<file path="src/rtl/quad_pkg.sv">
// Shared encodings for the quadrature decoder: A/B phase states, direction
// values and the up-sequence successor function.
package quad_pkg;

    // State is {A, B}; up order is 00 -> 10 -> 11 -> 01 -> 00.
    typedef enum logic [1:0] {
        S00 = 2'b00,
        S10 = 2'b10,
        S11 = 2'b11,
        S01 = 2'b01
    } quad_state_t;

    localparam logic DIR_UP = 1'b1;
    localparam logic DIR_DN = 1'b0;

    function automatic quad_state_t next_up(input quad_state_t state);
        quad_state_t nxt;
        case (state)
            S00:     nxt = S10;
            S10:     nxt = S11;
            S11:     nxt = S01;
            default: nxt = S00;
        endcase
        return nxt;
    endfunction

endpackage

</file>
<file path="src/rtl/quad_decoder_if.sv">
// Encoder phase inputs, control strobes and position outputs of quad_decoder.
interface quad_decoder_if #(
    parameter int CNT_W = 16
);
    logic             a_in;
    logic             b_in;
    logic             en;
    logic             clr;
    logic             err_clr;
    logic [CNT_W-1:0] count;
    logic             dir;
    logic             step;
    logic             err;

    modport master (
        output a_in, b_in, en, clr, err_clr,
        input  count, dir, step, err
    );

    modport slave (
        input  a_in, b_in, en, clr, err_clr,
        output count, dir, step, err
    );
endinterface

</file>
<file path="src/rtl/quad_input_filter.sv">
// Two-flop synchroniser followed by a stability filter: the filtered output
// only follows the synchronised input after FILT consecutive differing samples.
module quad_input_filter #(
    parameter int FILT = 3
) (
    input  logic clk,
    input  logic rst_n,
    input  logic d_in,
    output logic d_filt
);

    logic [1:0] sync_reg;
    logic [3:0] stab_reg;
    logic       filt_reg;
    logic       sync;

    assign sync   = sync_reg[1];
    assign d_filt = filt_reg;

    always_ff @(posedge clk or negedge rst_n) begin
        if (!rst_n) begin
            sync_reg <= 2'b00;
            stab_reg <= 4'd0;
            filt_reg <= 1'b0;
        end else begin
            sync_reg <= {sync_reg[0], d_in};
            // Any return to the filtered level restarts the stability count.
            if (sync == filt_reg) begin
                stab_reg <= 4'd0;
            end else if (stab_reg == 4'(FILT - 1)) begin
                filt_reg <= sync;
                stab_reg <= 4'd0;
            end else begin
                stab_reg <= stab_reg + 4'd1;
            end
        end
    end

endmodule

</file>
<file path="src/rtl/quad_decoder.sv">
// x4 quadrature decoder: filtered A/B phases drive a wrap-around up/down
// position counter with direction, step pulse and sticky illegal-transition flag.
module quad_decoder
    import quad_pkg::*;
#(
    parameter int CNT_W = 16,
    parameter int FILT  = 3
) (
    input  logic           clk,
    input  logic           rst_n,
    quad_decoder_if.slave  bus
);

    logic [1:0]       raw;
    logic [1:0]       filt;
    quad_state_t      cur;
    quad_state_t      prev_reg;
    logic [CNT_W-1:0] count_reg, count_next;
    logic             dir_reg, dir_next;
    logic             step_reg, step_next;
    logic             err_reg, err_next;
    logic             up_step, dn_step, illegal;

    genvar gi;

    // Index 1 carries phase A, index 0 phase B, matching the {A, B} state order.
    assign raw = {bus.a_in, bus.b_in};

    generate
        for (gi = 0; gi < 2; gi++) begin : g_filt
            quad_input_filter #(.FILT(FILT)) u_filt (
                .clk    (clk),
                .rst_n  (rst_n),
                .d_in   (raw[gi]),
                .d_filt (filt[gi])
            );
        end
    endgenerate

    assign cur = quad_state_t'(filt);

    always_comb begin
        up_step    = 1'b0;
        dn_step    = 1'b0;
        illegal    = 1'b0;
        count_next = count_reg;
        dir_next   = dir_reg;
        step_next  = 1'b0;
        err_next   = err_reg;

        if (cur != prev_reg) begin
            if (cur == next_up(prev_reg)) begin
                up_step = 1'b1;
            end else if (prev_reg == next_up(cur)) begin
                dn_step = 1'b1;
            end else begin
                illegal = 1'b1;
            end
        end

        // A new illegal transition outranks a simultaneous clear request.
        if (illegal) begin
            err_next = 1'b1;
        end else if (bus.err_clr) begin
            err_next = 1'b0;
        end

        if (bus.clr) begin
            count_next = '0;
        end else if (bus.en && (up_step || dn_step)) begin
            count_next = up_step ? count_reg + CNT_W'(1) : count_reg - CNT_W'(1);
            dir_next   = up_step ? DIR_UP : DIR_DN;
            step_next  = 1'b1;
        end
    end

    // prev follows cur even while disabled so re-enabling cannot emit a stale step.
    always_ff @(posedge clk or negedge rst_n) begin
        if (!rst_n) begin
            prev_reg  <= S00;
            count_reg <= '0;
            dir_reg   <= 1'b0;
            step_reg  <= 1'b0;
            err_reg   <= 1'b0;
        end else begin
            prev_reg  <= cur;
            count_reg <= count_next;
            dir_reg   <= dir_next;
            step_reg  <= step_next;
            err_reg   <= err_next;
        end
    end

    assign bus.count = count_reg;
    assign bus.dir   = dir_reg;
    assign bus.step  = step_reg;
    assign bus.err   = err_reg;

endmodule
</file>
<file path="src/flat_wrapper.sv">
// flat-port wrapper written by rule: the top's interface ports become plain ports
module quad_decoder_flat import quad_pkg::*;
#(
    parameter int CNT_W = 16,
    parameter int FILT  = 3
)
  (clk, rst_n, bus_a_in, bus_b_in, bus_en, bus_clr, bus_err_clr, bus_count, bus_dir, bus_step, bus_err);
  quad_decoder_if #(.CNT_W(CNT_W)) bus_i ();
  input  logic clk;
  input  logic rst_n;
  input wire logic [$bits(bus_i.a_in)-1:0] bus_a_in;
  input wire logic [$bits(bus_i.b_in)-1:0] bus_b_in;
  input wire logic [$bits(bus_i.en)-1:0] bus_en;
  input wire logic [$bits(bus_i.clr)-1:0] bus_clr;
  input wire logic [$bits(bus_i.err_clr)-1:0] bus_err_clr;
  output wire logic [$bits(bus_i.count)-1:0] bus_count;
  output wire logic [$bits(bus_i.dir)-1:0] bus_dir;
  output wire logic [$bits(bus_i.step)-1:0] bus_step;
  output wire logic [$bits(bus_i.err)-1:0] bus_err;
  assign bus_i.a_in = bus_a_in;
  assign bus_i.b_in = bus_b_in;
  assign bus_i.en = bus_en;
  assign bus_i.clr = bus_clr;
  assign bus_i.err_clr = bus_err_clr;
  assign bus_count = bus_i.count;
  assign bus_dir = bus_i.dir;
  assign bus_step = bus_i.step;
  assign bus_err = bus_i.err;
  quad_decoder #(.CNT_W(CNT_W), .FILT(FILT)) u_core (.clk(clk), .rst_n(rst_n), .bus(bus_i));
endmodule
</file>
<file path="config.mk">
export PLATFORM = sky130hd
export DESIGN_NAME = quad_decoder_flat
export DESIGN_NICKNAME = d
export VERILOG_FILES = /design/src/rtl/quad_pkg.sv /design/src/rtl/quad_decoder_if.sv /design/src/rtl/quad_input_filter.sv /design/src/rtl/quad_decoder.sv /design/src/flat_wrapper.sv
export SDC_FILE = /design/constraint.sdc
export NUM_CORES = 1
export LEC_CHECK = 0
export CORE_MARGIN = 2
export CORE_UTILIZATION = 35
export CTS_BUF_LIST = sky130_fd_sc_hd__clkbuf_8
export DETAILED_ROUTE_END_ITERATION = 10
export HOLD_SLACK_MARGIN = 0.02
export PLACE_DENSITY = 0.55
export SLEW_MARGIN = 25
export SYNTH_ARGS = -nofsm -noshare
export SYNTH_HDL_FRONTEND = slang
export SYNTH_SLANG_ARGS = --single-unit
</file>
<file path="constraint.sdc">
create_clock -name clk -period 5.1 [get_ports clk]
set_clock_uncertainty 0.1 [all_clocks]
set_input_delay 0.51 -clock clk [delete_from_list [all_inputs] [get_ports clk]]
set_output_delay 0.51 -clock clk [all_outputs]
set_load 0.01 [all_outputs]
</file>
==> results.ini <==
[status]
status=finished, final reports clean

[cts]
cts_sinks=35
postCtsHoldBufs=0
insertion_delay_ns=0.28
cts_htree_levels=2
root_buffer=clkbuf_8
clkSlewWorstSetupHoldPaths_ns=0.07
cts_tree=done
cts_resized=0
cts_buffers=5
cts_buffer_depth=2
post-cts-setup-buffers=0

[cells_and_area]
largest_reg_flops=16
drive_gt1_share_pct=5.578
area_growth_pct=19.49
regArea_um2=875.8
nFillCells=601
multi_input_area_um2=1215
n_antenna_cell=0
nets=279

[detailed_routing]
drtIter0Drc=74
drt-wirelength-per-cell_um=14.25
vias_per_cell=5.202
ant_nets=0
drt_first_pass_iters=4
drc=0
vias=1696
wl_mm=4.645

[floorplan]
die_h_um=82.51
ioPinCount=26
core_area_um2=5956
die_area_um2=6807
rows=28
die_width_um=82.51
start_util_pct=36.22

[timing]
fin_tns_setup_ns=0
period_needed_ns=3.409
slew_headroom_pct=36.53
max_freq_mhz=293.3
rsz0062_at_grt=false
worst_slew_pin_slew_ns=0.9491
drv_slew=0
setup_viol=0
post-route-period-util_pct=66.85
hold_viol_final=0

[grt]
grt_overflow=0
grt_usage_pct=15.22
antenna_found_initial=0
grt_max_degree=36
grt_pass1_vias=1661
grt_first_pass_wirelength_mm=7.900

[critical_path]
rr_startpoint=u_core.g_filt[0].u_filt.d_filt$_DFFE_PN0P_
r2r_end=u_core.bus.count[15]$_DFFE_PN0P_
cp.arrival_ns=3.48
max_stage_delay_ns=0.61
critPathRequiredTime_ns=5.17
r2r.worst_path.cells=10
path_cells=xnor2_1 > and2_1 > inv_1 > ha_1 > a21o_1 > nor2_1 > a2111oi_0 > o21ai_0 > a21oi_2 > mux2_1
cp_max_fo=17
crit_path_start_kind=flop
critPathSlowestCell=a2111oi_0
r2r_setup_slack_ns=1.69
endpoint_kind=flop
crit_type=reg2reg

[logic_synthesis]
synth_cells=225
synth_edf_count=0
synth_seq_area_share_pct=40.60
syn_nets=253
synth_warnings=0
syn_area_um2=2157
synth-seq-cells=35
ys.flop_type=dfrtp_1
synth-async-reset-ratio_pct=100.0
synth_area_per_cell_um2=9.587
ys_types=42

[min_path]
hold_path.class=in2async

[placed_design]
dp_hpwl_mm=3.199
place.gp.congestion=0.8446
portBuffers=25

[job]
maxCapViolCount=0

-- layout by cell type, fill, tap and decap left out, types with 2 or more instances in the layout --
cell,netlist,routed
a221o_1,3,3
a31oi_1,5,5
a2111oi_0,3,3
and3_1,4,4
nand4_1,4,4
mux2i_1,2,2
nor2b_1,3,3
mux2_2,3,3
a21o_1,5,5
or3_1,2,2
a21oi_1,17,17
nand3b_1,3,3
clkdlybuf4s50_1,0,24
nand2_1,12,12
ha_1,20,20
o21ai_0,7,7
clkbuf_8,0,5
nor4b_1,2,2
dfrtp_1,35,35
nand3_1,9,9
inv_1,9,9
nor2_1,29,29
xor2_1,8,8
xnor2_1,12,12
nor3_1,4,4
o211ai_1,2,2
-- worst max-delay path by stage --
stage / start / endpoint / depth (start not counted)
2_1_floorplan: u_core.g_filt[1].u_filt.d_filt$_DFFE_PN0P_ / u_core.bus.count[15]$_DFFE_PN0P_ / 10
3_3_place_gp: u_core.g_filt[0].u_filt.d_filt$_DFFE_PN0P_ / u_core.bus.count[15]$_DFFE_PN0P_ / 10
3_5_place_dp: u_core.g_filt[1].u_filt.d_filt$_DFFE_PN0P_ / u_core.bus.count[15]$_DFFE_PN0P_ / 10
4_1_cts: u_core.g_filt[1].u_filt.d_filt$_DFFE_PN0P_ / u_core.bus.count[15]$_DFFE_PN0P_ / 10
5_1_grt: u_core.g_filt[0].u_filt.d_filt$_DFFE_PN0P_ / u_core.bus.count[15]$_DFFE_PN0P_ / 10
6_report: u_core.g_filt[0].u_filt.d_filt$_DFFE_PN0P_ / u_core.bus.count[15]$_DFFE_PN0P_ / 10
-- kinds of logic after synthesis --
kind of cell | synth area share, %
AOI/OAI and AO/OA | 15.95
xor gates and xnor gates | 8.121
adders and majority gates | 12.53
buffers and inverters | 3.074
DFF | 40.60
muxes | 3.016
and+or+nand+nor | 16.71
-- layer usage --
layer / up-vias / global-route usage [%] / wire, µm
met1: 796 / 21.44 / 2392
met4: 0 / 5.082 / 14
met3: 2 / 3.261 / 166
li1: 860 / - / -
met5: - / 0 / 0
met2: 38 / 23.15 / 2072
-- cell usage after synthesis, types with 4 or more instances --
cell / count / area (µm²)
nand4_1: 4 / 25.02
nand2_1: 12 / 45.04
a31oi_1: 5 / 31.28
nor3_1: 4 / 20.02
xnor2_1: 12 / 105.1
a21oi_1: 17 / 85.08
nor2_1: 29 / 108.9
o21ai_0: 7 / 35.03
buf_2: 4 / 20.02
xor2_1: 8 / 70.07
ha_1: 20 / 250.2
dfrtp_1: 35 / 875.8
inv_1: 9 / 33.78
a21o_1: 5 / 37.54
nand3_1: 9 / 45.04
and3_1: 4 / 25.02
-- through the flow --
| step | hold WS, ns | util [%] | instance area [µm²] | cells | setup WS (ns) |
|---|---|---|---|---|---|
| after floorplan | 0.1144 | - | 2157 | 225 | 2.002 |
| after global placement | 0.2373 | 41.49 | 2471 | 319 | 1.723 |
| after detailed placement | 0.2410 | 41.49 | 2471 | 319 | 1.697 |
| after CTS | 0.2432 | 43.28 | 2577 | 326 | 1.680 |
| after global routing | 0.2706 | 43.28 | 2577 | 326 | 1.362 |
| final | 0.2145 | 43.28 | 2577 | 326 | 1.691 |
-- worst max-delay path, delay by kind of cell (launching register included) --
| kind | cells | cell delay [ns] |
|---|---|---|
| buffers and inverters | 1 | 0.30 |
| adders and majority gates | 1 | 0.54 |
| AOI/OAI and AO/OA | 4 | 1.16 |
| and+or+nand+nor | 2 | 0.24 |
| muxes | 1 | 0.32 |
| DFF | 1 | 0.45 |
| xor gates and xnor gates | 1 | 0.17 |
-- layout make-up --
type | instances | area share (%)
tap | 75 | 3.641
inverter | 9 | 1.311
clock inverter | 2 | 1.456
multi-input combinational | 174 | 47.14
timing repair buffer | 26 | 9.806
clock buffer | 5 | 2.670
sequential | 35 | 33.98
Power is left out: the tool's default activity adds up to more than one toggle a clock period on the data nets, which glitch-free logic cannot reach.
